$ cat config.mk
export PLATFORM = sky130hd
export DESIGN_NAME = sd_sdram_writer_flat
export DESIGN_NICKNAME = d
export VERILOG_FILES = /design/src/rtl/sd_sdram_writer_if.sv /design/src/rtl/sd_sdram_writer.sv /design/src/flat_wrapper.sv
export SDC_FILE = /design/constraint.sdc
export NUM_CORES = 1
export LEC_CHECK = 0
export CORE_ASPECT_RATIO = 0.7
export CORE_UTILIZATION = 45
export DETAILED_ROUTE_END_ITERATION = 8
export PLACE_DENSITY_LB_ADDON = 0.05
export SETUP_SLACK_MARGIN = 0.05
export SLEW_MARGIN = 0
export SYNTH_ARGS = -nofsm -noshare
export SYNTH_HDL_FRONTEND = slang
export SYNTH_SLANG_ARGS = --single-unit
$ cat constraint.sdc
create_clock -name SD_clk -period 6.2 [get_ports SD_clk]
set_input_delay 0.93 -clock SD_clk [delete_from_list [all_inputs] [get_ports SD_clk]]
set_output_delay 0.93 -clock SD_clk [all_outputs]
set_load 0.02 [all_outputs]
$ cat src/rtl/sd_sdram_writer_if.sv
`default_nettype none
// ============================================================================
//  Module      : sd_sdram_writer_if
//  Description : Burst-write bus between the SD picture writer and the SDRAM
//                controller (request/grant handshake, address, data pull).
//  Revision    : 1.0 - initial release
// ============================================================================
interface sd_sdram_writer_if #(
   parameter int ADDR_W = 22
);
   logic              wr_req;
   logic              wr_ack;
   logic [ADDR_W-1:0] wr_addr;
   logic              wr_data_req;
   logic [15:0]       wr_data;

   // Writer side: raises requests and supplies address/data
   modport master (
      output wr_req,
      output wr_addr,
      output wr_data,
      input  wr_ack,
      input  wr_data_req
   );

   // Controller side: grants requests and pulls data words
   modport slave (
      input  wr_req,
      input  wr_addr,
      input  wr_data,
      output wr_ack,
      output wr_data_req
   );
endinterface
`default_nettype wire

$ cat src/rtl/sd_sdram_writer.sv
`default_nettype none
// ============================================================================
//  Module      : sd_sdram_writer
//  Description : Buffers 16-bit pixel words from the SD sector reader in a
//                show-ahead FIFO and writes them to SDRAM in fixed-length
//                bursts, advancing the address and wrapping once per frame.
//  Revision    : 1.0 - initial release
// ============================================================================
module sd_sdram_writer #(
   parameter int BURST_LEN   = 8,
   parameter int FIFO_DEPTH  = 16,
   parameter int FRAME_WORDS = 786432,
   parameter int ADDR_W      = 22
)(
   input  wire logic          SD_clk,
   input  wire logic          rst_n,
   input  wire logic [15:0]   mydata_i,
   input  wire logic          myvalid_i,
   sd_sdram_writer_if.master  wr_bus,
   output logic               frame_done,
   output logic               overflow,
   output logic               busy
);

   localparam int PTR_W  = $clog2(FIFO_DEPTH);
   localparam int CNT_W  = PTR_W + 1;
   localparam int BEAT_W = $clog2(BURST_LEN + 1);

   localparam logic [1:0] c_st_idle = 2'd0;
   localparam logic [1:0] c_st_req  = 2'd1;
   localparam logic [1:0] c_st_xfer = 2'd2;

   // Address sum is one bit wider so a frame size of 2**ADDR_W still compares
   localparam logic [ADDR_W:0] c_frame_end = (ADDR_W+1)'(FRAME_WORDS);
   localparam logic [ADDR_W:0] c_burst_inc = (ADDR_W+1)'(BURST_LEN);

   logic [1:0]        r_state;
   logic [1:0]        w_state_next;
   logic [15:0]       r_mem [FIFO_DEPTH];
   logic [PTR_W-1:0]  r_wptr;
   logic [PTR_W-1:0]  r_rptr;
   logic [CNT_W-1:0]  r_count;
   logic [BEAT_W-1:0] r_beat;
   logic [ADDR_W-1:0] r_addr;
   logic              r_frame_done;
   logic              r_overflow;

   logic              w_full;
   logic              w_empty;
   logic              w_push;
   logic              w_pop;
   logic              w_last_beat;
   logic [ADDR_W:0]   w_addr_sum;

   assign w_full      = (r_count == CNT_W'(FIFO_DEPTH));
   assign w_empty     = (r_count == '0);
   assign w_push      = myvalid_i && !w_full;
   // Pops only happen inside a granted burst and never from an empty FIFO
   assign w_pop       = (r_state == c_st_xfer) && wr_bus.wr_data_req && !w_empty;
   assign w_last_beat = w_pop && (r_beat == BEAT_W'(BURST_LEN - 1));
   assign w_addr_sum  = {1'b0, r_addr} + c_burst_inc;

   // Head word is forced to zero when empty so reset shows a clean bus
   assign wr_bus.wr_data = w_empty ? 16'h0000 : r_mem[r_rptr];
   assign wr_bus.wr_addr = r_addr;
   assign frame_done     = r_frame_done;
   assign overflow       = r_overflow;

   // Storage array: written on every accepted word, contents need no reset
   always_ff @(posedge SD_clk) begin
      if (w_push) r_mem[r_wptr] <= mydata_i;
   end

   // FIFO pointers, occupancy and sticky overflow flag
   always_ff @(posedge SD_clk or negedge rst_n) begin
      if (!rst_n) begin
         r_wptr     <= '0;
         r_rptr     <= '0;
         r_count    <= '0;
         r_overflow <= 1'b0;
      end else begin
         if (w_push) r_wptr <= r_wptr + 1'b1;
         if (w_pop)  r_rptr <= r_rptr + 1'b1;
         case ({w_push, w_pop})
            2'b10:   r_count <= r_count + 1'b1;
            2'b01:   r_count <= r_count - 1'b1;
            default: r_count <= r_count;
         endcase
         if (myvalid_i && w_full) r_overflow <= 1'b1;
      end
   end

   // Beat counter, burst address advance with frame wrap, frame_done pulse
   always_ff @(posedge SD_clk or negedge rst_n) begin
      if (!rst_n) begin
         r_beat       <= '0;
         r_addr       <= '0;
         r_frame_done <= 1'b0;
      end else begin
         r_frame_done <= 1'b0;
         if (w_last_beat) begin
            r_beat <= '0;
            if (w_addr_sum == c_frame_end) begin
               r_addr       <= '0;
               r_frame_done <= 1'b1;
            end else begin
               r_addr <= w_addr_sum[ADDR_W-1:0];
            end
         end else if (w_pop) begin
            r_beat <= r_beat + 1'b1;
         end
      end
   end

   // Burst FSM state register
   always_ff @(posedge SD_clk or negedge rst_n) begin
      if (!rst_n) r_state <= c_st_idle;
      else        r_state <= w_state_next;
   end

   // Burst FSM next-state: request once a full burst is buffered
   always_comb begin
      w_state_next = r_state;
      case (r_state)
         c_st_idle: if (r_count >= CNT_W'(BURST_LEN)) w_state_next = c_st_req;
         c_st_req:  if (wr_bus.wr_ack)                w_state_next = c_st_xfer;
         c_st_xfer: if (w_last_beat)                  w_state_next = c_st_idle;
         default:                                     w_state_next = c_st_idle;
      endcase
   end

   // Burst FSM outputs decoded from the registered state
   always_comb begin
      wr_bus.wr_req = (r_state == c_st_req);
      busy          = (r_state != c_st_idle);
   end

endmodule
`default_nettype wire

$ cat src/flat_wrapper.sv
// flat-port wrapper written by rule: the top's interface ports become plain ports
module sd_sdram_writer_flat 
#(
   parameter int BURST_LEN   = 8,
   parameter int FIFO_DEPTH  = 16,
   parameter int FRAME_WORDS = 786432,
   parameter int ADDR_W      = 22
)
  (SD_clk, rst_n, mydata_i, myvalid_i, frame_done, overflow, busy, wr_bus_wr_req, wr_bus_wr_addr, wr_bus_wr_data, wr_bus_wr_ack, wr_bus_wr_data_req);
  sd_sdram_writer_if #(.ADDR_W(ADDR_W)) wr_bus_i ();
  input  wire logic SD_clk;
  input  wire logic rst_n;
  input  wire logic [15:0] mydata_i;
  input  wire logic myvalid_i;
  output logic frame_done;
  output logic overflow;
  output logic busy;
  output wire logic [$bits(wr_bus_i.wr_req)-1:0] wr_bus_wr_req;
  output wire logic [$bits(wr_bus_i.wr_addr)-1:0] wr_bus_wr_addr;
  output wire logic [$bits(wr_bus_i.wr_data)-1:0] wr_bus_wr_data;
  input wire logic [$bits(wr_bus_i.wr_ack)-1:0] wr_bus_wr_ack;
  input wire logic [$bits(wr_bus_i.wr_data_req)-1:0] wr_bus_wr_data_req;
  assign wr_bus_wr_req = wr_bus_i.wr_req;
  assign wr_bus_wr_addr = wr_bus_i.wr_addr;
  assign wr_bus_wr_data = wr_bus_i.wr_data;
  assign wr_bus_i.wr_ack = wr_bus_wr_ack;
  assign wr_bus_i.wr_data_req = wr_bus_wr_data_req;
  sd_sdram_writer #(.BURST_LEN(BURST_LEN), .FIFO_DEPTH(FIFO_DEPTH), .FRAME_WORDS(FRAME_WORDS), .ADDR_W(ADDR_W)) u_core (.SD_clk(SD_clk), .rst_n(rst_n), .mydata_i(mydata_i), .myvalid_i(myvalid_i), .wr_bus(wr_bus_i), .frame_done(frame_done), .overflow(overflow), .busy(busy));
endmodule
==> qor.csv, run 1 <==
stage,metric,value,unit
sta,setup-violating endpoint count in the final report,0,
global_routing,maximum number of pins on one net before global-route repair,44,
sta,Max Clk Rate,214.0,MHz
global_routing,met3 usage,4.096,%
sta,Final TNS setup,0,ns
sta,RSZ-0062 raised after global routing,false,
global_routing,gr ovfl total,0,
routing,vias,6196,
floorplanning,total die area,0.02780,sq mm
sta,max-slew violation count,0,
clocking,post-CTS sizing,0,
routing,Pre-antenna DRT Iters,8,
routing,DRT iter0 DRCs,550,
global_routing,vias in the first global route,6438,
setup_path,slowest CP cell,dfrtp_4,
yosys,Synth warnings,0,
setup_path,worst-path cell chain,buf_4 -> mux4_2 -> mux4_2 -> nor2b_1 -> clkdlybuf4s50_1,
clocking,setup bufs post-CTS,0,
yosys,Post-synth EDFFs,256,
outcome,status,"finished, final reports clean",
placement,dpl cell area,0.01325,sq mm
clocking,"CTS clk-pin slew, worst paths",0.06,ns
yosys,Netlist cell types,62,
sta,clk_skew,0.01309,ns
routing,average wire per standard cell,23.85,um
clocking,Hold Buf Count CTS,0,
cells_and_area,Final Util,53.36,%
global_routing,met1 Track Usage GR,30.16,%
yosys,Mapped Cells,632,
flow_run,Max Cap Viol,0,
cells_and_area,fraction of layout cells with a size suffix above 1,24.63,%
routing,DRT antenna net count,0,
placement,RD Place Congestion,0.8930,
yosys,asr flop ratio synth,13.51,%
sta,min setup slack post-route,1.528,ns
yosys,cell area after synthesis,0.01221,sq mm
power,Power Density,436.4,mW/mm^2
setup_path,Setup CP Type,reg -> out,
cells_and_area,# nets final,744,
routing,DR DRC count,0,
power,Worst VDD drop,0.2474,mV
placement,Placed Instances,1046,
clocking,clock latency on the worst-skew pair,0.55,ns
clocking,# clock sinks,296,
cells_and_area,Synth-to-Final Area Change,16.78,%
routing,routed vias/inst,5.638,
global_routing,total routing usage reported by global routing,19.74,%
cells_and_area,diodes inserted,0,
clocking,# H-tree levels,1,
placement,pre-CTS WS,2.010,ns
sta,Hold Fails Final Rpt,0,
setup_path,Arrival @ worst endpoint,3.74,ns
global_routing,GRT Max-Usage Layer,met1,
floorplanning,Std-Cell Rows,50,
clocking,CTS tree,built,
sta,final period demand of the worst path,4.672,ns
floorplanning,Die Ht,139.8,um
setup_path,worst-path fanout max,43,
sta,final cycle utilization of the critical path,75.36,%
setup_path,"slowest stage delay, CP",1.01,ns
clocking,Inserted Clock Buffers,29,
yosys,Main synth FF type,edfxtp_1,
placement,Buffers on Ports,59,
global_routing,initial antenna violation count,0,
sta,Worst Max-Slew Pin Slew,1.122,ns
yosys,#FFs+latches synth,296,
clocking,clock buffer depth,3,
cells_and_area,layout filler cell count,2104,
placement,dpl hpwl,15180,um
yosys,syn_area_per_cell,19.31,sq um
floorplanning,Core Area,0.02671,sq mm
cells_and_area,Finished Cell Area,0.01425,sq mm
floorplanning,Die Wd,198.9,um
worst_hold_path,type of the most critical hold path,reg -> reg,
power,leakage power,4.726,nW
floorplanning,Starting Density,45.70,%
setup_path,WP data required,5.27,ns
floorplanning,# IOs,63,
setup_path,CP startpoint kind,flop,
global_routing,first-pass GRT wire length,40110,um
setup_path,crit path capture type,output pin,
clocking,root buf cell,clkbuf_16,
yosys,"Seq/Total Area, Yosys",71.18,%
setup_path,CP most frequent cell,mux4_2,
global_routing,M2 GR Usage,29.55,%
cells_and_area,Non-Filler Instances,1099,
sta,relative slew slack,25.15,%
routing,total wire length after detailed routing,26210,um
state kept, by name, indices dropped and copies added (netlist names):
signal,cells
u_core.r_mem,256
u_core.wr_bus.wr_addr,19
u_core.r_count,5
u_core.r_beat,4
u_core.r_rptr,4
u_core.r_wptr,4
u_core.r_state,2
u_core.frame_done,1
u_core.overflow,1
layout make-up:
| type | count | area [sq um] | share of cell area, % |
|---|---|---|---|
| Clock buffer | 31 | 733.2 | 5.144 |
| Tap cell | 364 | 455.4 | 3.195 |
| Inverter | 6 | 22.52 | 0.1580 |
| Clock inverter | 22 | 276.5 | 1.940 |
| Multi-Input combinational cell | 297 | 3308 | 23.21 |
| Sequential cell | 296 | 8693 | 60.98 |
| Timing Repair Buffer | 83 | 765.7 | 5.372 |
cells by family after synthesis:
family / Yosys count / share of synthesized area, %
flip-flops: 296 / 71.18
AND/OR/NAND/NOR: 132 / 6.119
multiplexers: 84 / 15.12
buffers and inverters: 41 / 2.193
AO/OA/AOI/OAI: 35 / 1.968
XOR/XNOR: 33 / 2.368
adder cells (fa/ha/maj): 10 / 1.025
other: 1 / 0.03072
critical path, delay by kind of cell (launching register included):
| family | cells | cell delay [ns] |
|---|---|---|
| simple gates | 1 | 0.16 |
| buf+inv | 2 | 0.99 |
| mux | 2 | 1.02 |
| flops | 1 | 1.01 |
power breakdown:
group	switching [mW]	total (mW)	leakage, nW	internal, mW
Clock	0.725	1.86	0.497	1.14
Sequential	0.239	2.64	2.82	2.40
Combinational	0.803	1.72	1.40	0.914
Total	1.77	6.22	4.73	4.46
per-stage QoR:
stage / power [mW] / hold WS, ns
2_1_floorplan: 3.811 / 0.4615
3_3_place_gp: 4.391 / 0.4691
3_5_place_dp: 4.429 / 0.4677
4_1_cts: 6.303 / 0.4878
5_1_grt: 6.500 / 0.4949
6_report: 6.221 / 0.4770
synth_stat cells, types with 2 or more instances:
library cell  number  area share [%]
mux2_2             3            0.28
nand2_1           25            0.77
and4_1             2            0.14
buf_1              3           0.092
xor2_1             8            0.57
a21o_1             3            0.18
a211oi_1           2            0.12
buf_6              8            0.74
nor2_1            24            0.74
ha_1              10             1.0
nor2b_1           18            0.92
nand4_1           10            0.51
nor4_2             2            0.20
and4b_1            2            0.16
buf_4              6            0.37
a22oi_1            2            0.12
mux4_2            80              15
o21ai_0            9            0.37
xnor2_1           25             1.8
dfrtp_1           40             8.2
buf_2              7            0.29
clkbuf_1           9            0.28
nand2b_1           2            0.10
nand3b_1           2            0.12
nand3_1            9            0.37
inv_1              6            0.18
nand3_2            2            0.16
a21oi_1            5            0.20
edfxtp_1         256              63
nor3_1            13            0.53
nor4_1             7            0.36
or3_1              2            0.10
path summary, 6_finish.rpt:
kind | start | end | slack (ns) | cells after the start
max in group asynchronous | rst_n | u_core.r_rptr[0] | 4.98 | 1
hold / removal | u_core.overflow | u_core.overflow | 0.48 | 1
setup / recovery | u_core.r_rptr[0] | wr_bus_wr_data[0] | 1.53 | 5
min in group asynchronous | rst_n | u_core.wr_bus.wr_addr[16] | 0.53 | 1
hold reg to reg | u_core.overflow | u_core.overflow | 0.48 | 1
setup reg to reg | u_core.r_count[1] | u_core.r_count[4] | 3.43 | 10
placed cells by master, fill, tap and decap left out, types with 7 or more instances in the layout:
cell / n
buf_4: 24
clkdlybuf4s50_1: 58
ha_1: 10
xnor2_1: 25
o21ai_0: 9
nor3_1: 9
nor2_2: 13
nor2_1: 12
bufinv_16: 7
nor4_1: 7
xor2_1: 8
mux4_2: 80
nor2b_1: 18
edfxtp_1: 256
nand4_1: 10
nand3_1: 9
clkbuf_16: 29
dfrtp_1: 38
nand2_1: 25
clkinv_1: 7
clkinv_2: 7
layer usage:
metal / vias up / part of all wire, % / routed length [um]
met1: 3272 / 48 / 12450
met4: 0 / 1.5 / 402
met3: 33 / 5.9 / 1540
met2: 180 / 45 / 11810
li1: 2711 / - / -
met5: - / 0 / 0
No activity file was read; power rests on OpenSTA's default activity.
==> run 2: changes to the inputs <==
==> constraint.sdc (replaced) <==
create_clock -name SD_clk -period 4.48 [get_ports SD_clk]
set_input_delay 0.672 -clock SD_clk [delete_from_list [all_inputs] [get_ports SD_clk]]
set_output_delay 0.672 -clock SD_clk [all_outputs]
set_load 0.02 [all_outputs]
==> run 2 against run 1 <==
Net effect: non-clock buffer count up 1; clock power up 29%; hold slack worse by 0.21 ns; setup slack worse by 1.3 ns; sequential cell count unchanged; register-to-register slack worse by 1.7 ns; clock skew down 0.0013 ns; core utilization down 0.13 points; first-iteration DRC count down 21%; via count down 0.48%; global-route usage up 0.067 points; routed wire length up 0.23%; critical path type unchanged.
==> qor.csv, run 2 (same netlist as run 1, synthesis figures left out) <==
stage,metric,value,unit,change
outcome,status,"finished, final reports clean",,
setup_path,worst-path cell chain,buf_4 -> mux4_2 -> mux4_2 -> nor2b_1 -> clkdlybuf4s50_1,,
placement,dpl hpwl,15890,um,+4.6%
cells_and_area,fraction of layout cells with a size suffix above 1,24.22,%,-0.41 points
global_routing,total routing usage reported by global routing,19.81,%,+0.067 points
routing,Pre-antenna DRT Iters,4,,-4
clocking,Hold Buf Count CTS,0,,unchanged
power,Total Power,8.469,mW,+36%
cells_and_area,Multi-input gate area,0.003308,sq mm,unchanged
routing,DRT iter0 DRCs,433,,-21%
clocking,setup bufs post-CTS,0,,unchanged
global_routing,initial antenna violation count,0,,unchanged
cells_and_area,"most common cell after layout, fill and taps aside",edfxtp_1,,
sta,max-slew violation count,0,,unchanged
power,Worst VDD drop,0.3315,mV,+34%
cells_and_area,most frequent cells in the layout,"edfxtp_1, mux4_2, clkdlybuf4s50_1",,
global_routing,vias in the first global route,6417,,-0.33%
setup_path,Setup CP Type,reg -> out,,
routing,DRT antenna net count,0,,unchanged
global_routing,maximum number of pins on one net before global-route repair,43,,-2.3%
global_routing,first-pass GRT wire length,40300,um,+0.47%
power,Power Density,595.6,mW/mm^2,+36%
sta,final cycle utilization of the critical path,94.33,%,
sta,Worst Max-Slew Pin Slew,0.9464,ns,-0.1758 ns
setup_path,CP startpoint kind,flop,,
clocking,post-CTS sizing,0,,unchanged
setup_path,worst-path fanout max,30,,-30%
cells_and_area,Reg area,0.008693,sq mm,unchanged
routing,DR DRC count,0,,unchanged
sta,final period demand of the worst path,4.226,ns,
setup_path,WP buf/inv,2,,unchanged
clocking,root buf cell,clkbuf_16,,
worst_hold_path,type of the most critical hold path,in -> async,,
floorplanning,Die Ht,139.8,um,unchanged
power,leakage power,4.704,nW,-0.47%
sta,setup-violating endpoint count in the final report,0,,unchanged
floorplanning,Starting Density,45.70,%,unchanged
setup_path,Arrival @ worst endpoint,3.55,ns,-0.19 ns
flow_run,Max Cap Viol,0,,unchanged
clocking,"CTS clk-pin slew, worst paths",0.07,ns,about the same
cells_and_area,diodes inserted,0,,unchanged
routing,routed vias/inst,5.611,,-0.48%
cells_and_area,Synth-to-Final Area Change,16.49,%,
sta,Final TNS setup,0,ns,unchanged
cells_and_area,"flip-flop count of the largest register, all copies and words added",256,,unchanged
cells_and_area,# nets final,745,,+0.13%
floorplanning,Std-Cell Rows,50,,unchanged
clocking,Inserted Clock Buffers,29,,unchanged
sta,hold_ws,0.2631,ns,-0.2138 ns
floorplanning,Die Wd,198.9,um,unchanged
setup_path,slowest CP cell,dfrtp_4,,
routing,total wire length after detailed routing,26270,um,+0.23%
clocking,# H-tree levels,1,,unchanged
routing,vias,6166,,-0.48%
floorplanning,# IOs,63,,unchanged
clocking,# clock sinks,296,,unchanged
setup_path,Top delay family on crit path,multiplexers,,
sta,RSZ-0062 raised after global routing,false,,
routing,average wire per standard cell,23.90,um,+0.23%
sta,clk_skew,0.01174,ns,-0.001344 ns
clocking,clock latency on the worst-skew pair,0.54,ns,about the same
floorplanning,Core Area,0.02671,sq mm,unchanged
global_routing,gr ovfl total,0,,unchanged
placement,Buffers on Ports,59,,unchanged
setup_path,"slowest stage delay, CP",0.83,ns,-0.18 ns
setup_path,crit path capture type,output pin,,
sta,Max Clk Rate,236.6,MHz,
setup_path,CP most frequent cell,mux4_2,,
sta,Hold Fails Final Rpt,0,,unchanged
setup_path,WP data required,3.81,ns,-1.46 ns
sta,relative slew slack,36.91,%,+12 points
placement,RD Place Congestion,0.8593,,-3.8%
floorplanning,total die area,0.02780,sq mm,unchanged
clocking,clock buffer depth,3,,unchanged
clocking,CTS tree,built,,
cells_and_area,layout filler cell count,2113,,+0.43%
cells_and_area,Reg with most FFs,u_core.r_mem,,
[run 2: cell count changes in the layout (fill, tap and decap cells not counted), sizes merged]
cell,change
inv,+1
buf,+1
bufinv,-3
clkbuf,+2
clkinvlp,-1
[run 2: layout make-up]
cell class / count / area share (%)
Timing Repair Buffer: 84 / 5.702
Clock inverter: 19 / 1.329
Inverter: 6 / 0.1584
Multi-Input combinational cell: 297 / 23.26
Clock buffer: 33 / 5.209
Tap cell: 364 / 3.203
Sequential cell: 296 / 61.14
[run 2: routing by layer]
metal	up-vias	routed length, um	GRT usage, %
met4	0	430	3.806
met2	149	12340	30.92
met5	-	0	0
met3	34	1096	2.690
met1	3262	12400	30.04
li1	2721	-	-
[run 2: stage by stage]
stage          std cells  utilization, %  worst slack, ns  area [sq um]
6_report            1099           53.23           0.2540         14220
4_1_cts             1099           53.23           0.1848         14220
3_5_place_dp        1047           49.75           0.7696         13290
3_3_place_gp        1047           49.75           0.7556         13290
2_1_floorplan        634               -            1.597         12210
5_1_grt             1099           53.23          0.07793         14220
[run 2: path summary, 6_finish.rpt]
kind / cells past startpoint / slack, ns / from / endpoint
setup / recovery: 5 / 0.25 / u_core.r_rptr[0] / wr_bus_wr_data[0]
hold / removal: 1 / 0.26 / rst_n / u_core.wr_bus.wr_addr[7]
setup reg to reg: 11 / 1.72 / u_core.r_count[1] / u_core.r_count[4]
hold reg to reg: 1 / 0.48 / u_core.overflow / u_core.overflow
max in group asynchronous: 1 / 3.51 / rst_n / u_core.r_rptr[0]
min in group SD_clk: 1 / 0.48 / u_core.overflow / u_core.overflow
[run 2: worst reg2reg max path, delay by kind of cell, from the launching register on]
family / cells / cell delay, ns
AO/OA/AOI/OAI: 3 / 0.68
XOR/XNOR: 2 / 0.22
flip-flops: 1 / 0.46
AND/OR/NAND/NOR: 3 / 0.70
adder cells (fa/ha/maj): 2 / 0.45
buffers and inverters: 1 / 0.15
[run 2: where the power goes]
group          switching, mW  leakage (nW)  internal (mW)  total (mW)
clock network          0.993         0.459           1.41        2.40
registers              0.338          2.82           3.32        3.66
logic                   1.11          1.42           1.30        2.41
total                   2.44          4.70           6.03        8.47
==> run 3: changes to the inputs <==
==> constraint.sdc (replaced) <==
create_clock -name SD_clk -period 4.9 [get_ports SD_clk]
set_input_delay 0.735 -clock SD_clk [delete_from_list [all_inputs] [get_ports SD_clk]]
set_output_delay 0.735 -clock SD_clk [all_outputs]
set_load 0.02 [all_outputs]
==> run 3 against run 2 <==
Net effect: largest power group unchanged; clock skew fell by 0.0044 ns; largest cell class unchanged; critical path type unchanged; routed wire length rose by 1.4%; sequential cell count did not move.
==> qor.csv, run 3 (same netlist as run 1, synthesis figures left out) <==
stage,metric,value,unit,change
power,Sequential Power Share,42.2,%,-1.0 points
routing,DRT antenna net count,0,,unchanged
cells_and_area,"most common cell after layout, fill and taps aside",edfxtp_1,,
global_routing,first-pass GRT wire length,40580,um,+0.70%
sta,max-slew violation count,0,,unchanged
setup_path,worst reg2reg endpoint,u_core.r_count[4],,
sta,clk_skew,0.007366,ns,-0.004376 ns
floorplanning,Die Wd,198.9,um,unchanged
cells_and_area,layout filler cell count,2107,,-0.28%
setup_path,WP data required,4.16,ns,+0.35 ns
worst_hold_path,type of the most critical hold path,in -> async,,
global_routing,maximum number of pins on one net before global-route repair,68,,+58%
power,Total Power,7.658,mW,-9.6%
power,Gate power share,30.4,%,+2.0 points
setup_path,Arrival @ worst endpoint,3.28,ns,-0.27 ns
routing,average wire per standard cell,24.26,um,+1.5%
clocking,CTS tree,built,,
placement,dpl hpwl,15700,um,-1.2%
clocking,# H-tree levels,1,,unchanged
setup_path,worst-path fanout max,16,,-47%
setup_path,R2R setup slack,2.18,ns,+0.46 ns
floorplanning,Std-Cell Rows,50,,unchanged
sta,final cycle utilization of the critical path,82.03,%,
sta,relative slew slack,36.07,%,-0.83 points
placement,Buffers on Ports,59,,unchanged
global_routing,gr ovfl total,0,,unchanged
sta,Max Clk Rate,248.8,MHz,
placement,RD Place Congestion,0.8833,,+2.8%
cells_and_area,diodes inserted,0,,unchanged
sta,RSZ-0062 raised after global routing,false,,
floorplanning,Core Area,0.02671,sq mm,unchanged
power,leakage power,4.667,nW,-0.80%
sta,hold_ws,0.3305,ns,+0.06731 ns
setup_path,CP startpoint kind,flop,,
floorplanning,Die Ht,139.8,um,unchanged
sta,final period demand of the worst path,4.019,ns,
global_routing,total routing usage reported by global routing,20.08,%,+0.27 points
sta,Hold Fails Final Rpt,0,,unchanged
cells_and_area,"flip-flop count of the largest register, all copies and words added",256,,unchanged
routing,total wire length after detailed routing,26630,um,+1.4%
power,Power Density,540.5,mW/mm^2,-9.2%
outcome,status,"finished, final reports clean",,
sta,Worst Max-Slew Pin Slew,0.9589,ns,+0.01251 ns
power,Worst VDD drop,0.3407,mV,+2.8%
sta,setup-violating endpoint count in the final report,0,,unchanged
clocking,clock latency on the worst-skew pair,0.55,ns,about the same
clocking,clock buffer depth,3,,unchanged
routing,Pre-antenna DRT Iters,7,,+3
power,Int Power,5.420,mW,-10%
setup_path,Setup CP Type,reg -> out,,
placement,dpl cell area,0.01328,sq mm,about the same
cells_and_area,Finished Cell Area,0.01417,sq mm,-0.36%
setup_path,crit path capture type,output pin,,
clocking,setup bufs post-CTS,0,,unchanged
routing,DR DRC count,0,,unchanged
cells_and_area,# nets final,745,,unchanged
setup_path,r2r worst-path depth,11,,unchanged
clocking,"CTS clk-pin slew, worst paths",0.06,ns,about the same
clocking,Inserted Clock Buffers,30,,+3.4%
cells_and_area,Reg with most FFs,u_core.r_mem,,
clocking,# clock sinks,296,,unchanged
sta,Final TNS setup,0,ns,unchanged
global_routing,vias in the first global route,6313,,-1.6%
cells_and_area,Synth-to-Final Area Change,16.07,%,
routing,routed vias/inst,5.672,,+1.1%
setup_path,worst r2r src,u_core.r_count[3],,
flow_run,Max Cap Viol,0,,unchanged
power,Net Sw Power,2.238,mW,-8.4%
cells_and_area,fraction of layout cells with a size suffix above 1,23.57,%,-0.65 points
routing,vias,6228,,+1.0%
clocking,Hold Buf Count CTS,0,,unchanged
cells_and_area,most frequent cells in the layout,"edfxtp_1, mux4_2, clkdlybuf4s50_1",,
routing,DRT iter0 DRCs,563,,+30%
power,clock power share,27.4,%,-0.9 points
floorplanning,# IOs,63,,unchanged
global_routing,initial antenna violation count,0,,unchanged
floorplanning,Starting Density,45.70,%,unchanged
clocking,post-CTS sizing,0,,unchanged
clocking,root buf cell,clkbuf_16,,
power,Sw Share,29.23,%,+0.38 points
cells_and_area,Final Util,53.04,%,-0.19 points
floorplanning,total die area,0.02780,sq mm,unchanged
==> run 3: changes by cell type in the layout (fill, tap and decap cells not counted), sizes merged <==
cell,change
clkbuf,+7
clkinv,-4
bufinv,-3
buf,-1
clkinvlp,+1
inv,-1
==> run 3: how the worst max path moves through the flow <==
stage	from	to	slack (ns)	cells after the start
floorplan	myvalid_i	u_core.r_mem[3][0]	1.95	3
global route	u_core.r_rptr[0]	wr_bus_wr_data[6]	0.73	5
finish	u_core.r_rptr[0]	wr_bus_wr_data[6]	0.88	5
global placement	u_core.r_rptr[0]	wr_bus_wr_data[6]	1.42	5
CTS	u_core.r_count[1]	wr_bus_wr_data[2]	0.75	5
detailed placement	u_core.r_count[1]	wr_bus_wr_data[2]	1.35	5
==> run 3: area by class of cell <==
cell class / instances / area (sq um) / area share [%]
Clock buffer: 40 / 809.5 / 5.714
Tap cell: 364 / 455.4 / 3.214
Inverter: 6 / 22.52 / 0.1590
Clock inverter: 12 / 78.83 / 0.5563
Timing Repair Buffer: 83 / 790.8 / 5.581
Sequential cell: 296 / 8693 / 61.36
Multi-Input combinational cell: 297 / 3318 / 23.42
==> run 3: critical path: stages (launching register included) <==
cell and delay (ns):
dfrtp_4 0.56, buf_4 0.36, mux4_2 0.55, mux4_2 0.51
nor2b_1 0.17, clkdlybuf4s50_1 0.59
==> run 3: layer usage <==
| layer | routed length, um | share of wire (%) | vias up | GRT usage, % |
|---|---|---|---|---|
| met3 | 1571 | 5.9 | 35 | 2.981 |
| met4 | 427 | 1.6 | 0 | 4.130 |
| li1 | - | - | 2713 | - |
| met1 | 12180 | 46 | 3282 | 30.72 |
| met2 | 12460 | 47 | 198 | 30.73 |
| met5 | 0 | 0 | - | 0 |
==> run 3: per-stage QoR <==
stage	std cells	setup slack, ns
after floorplan	634	1.954
after global placement	1046	1.417
after detailed placement	1046	1.353
after CTS	1098	0.7524
after global routing	1098	0.7261
final	1098	0.8807
==> run 3: power groups by stage <==
stage	Clock [mW]	Combinational (mW)	Sequential [mW]
final	2.10	2.32	3.23
after global routing	2.24	2.50	3.27
after CTS	2.15	2.38	3.24
after detailed placement	0	2.37	3.29
after global placement	0	2.34	3.27
after floorplan	0	1.64	3.18
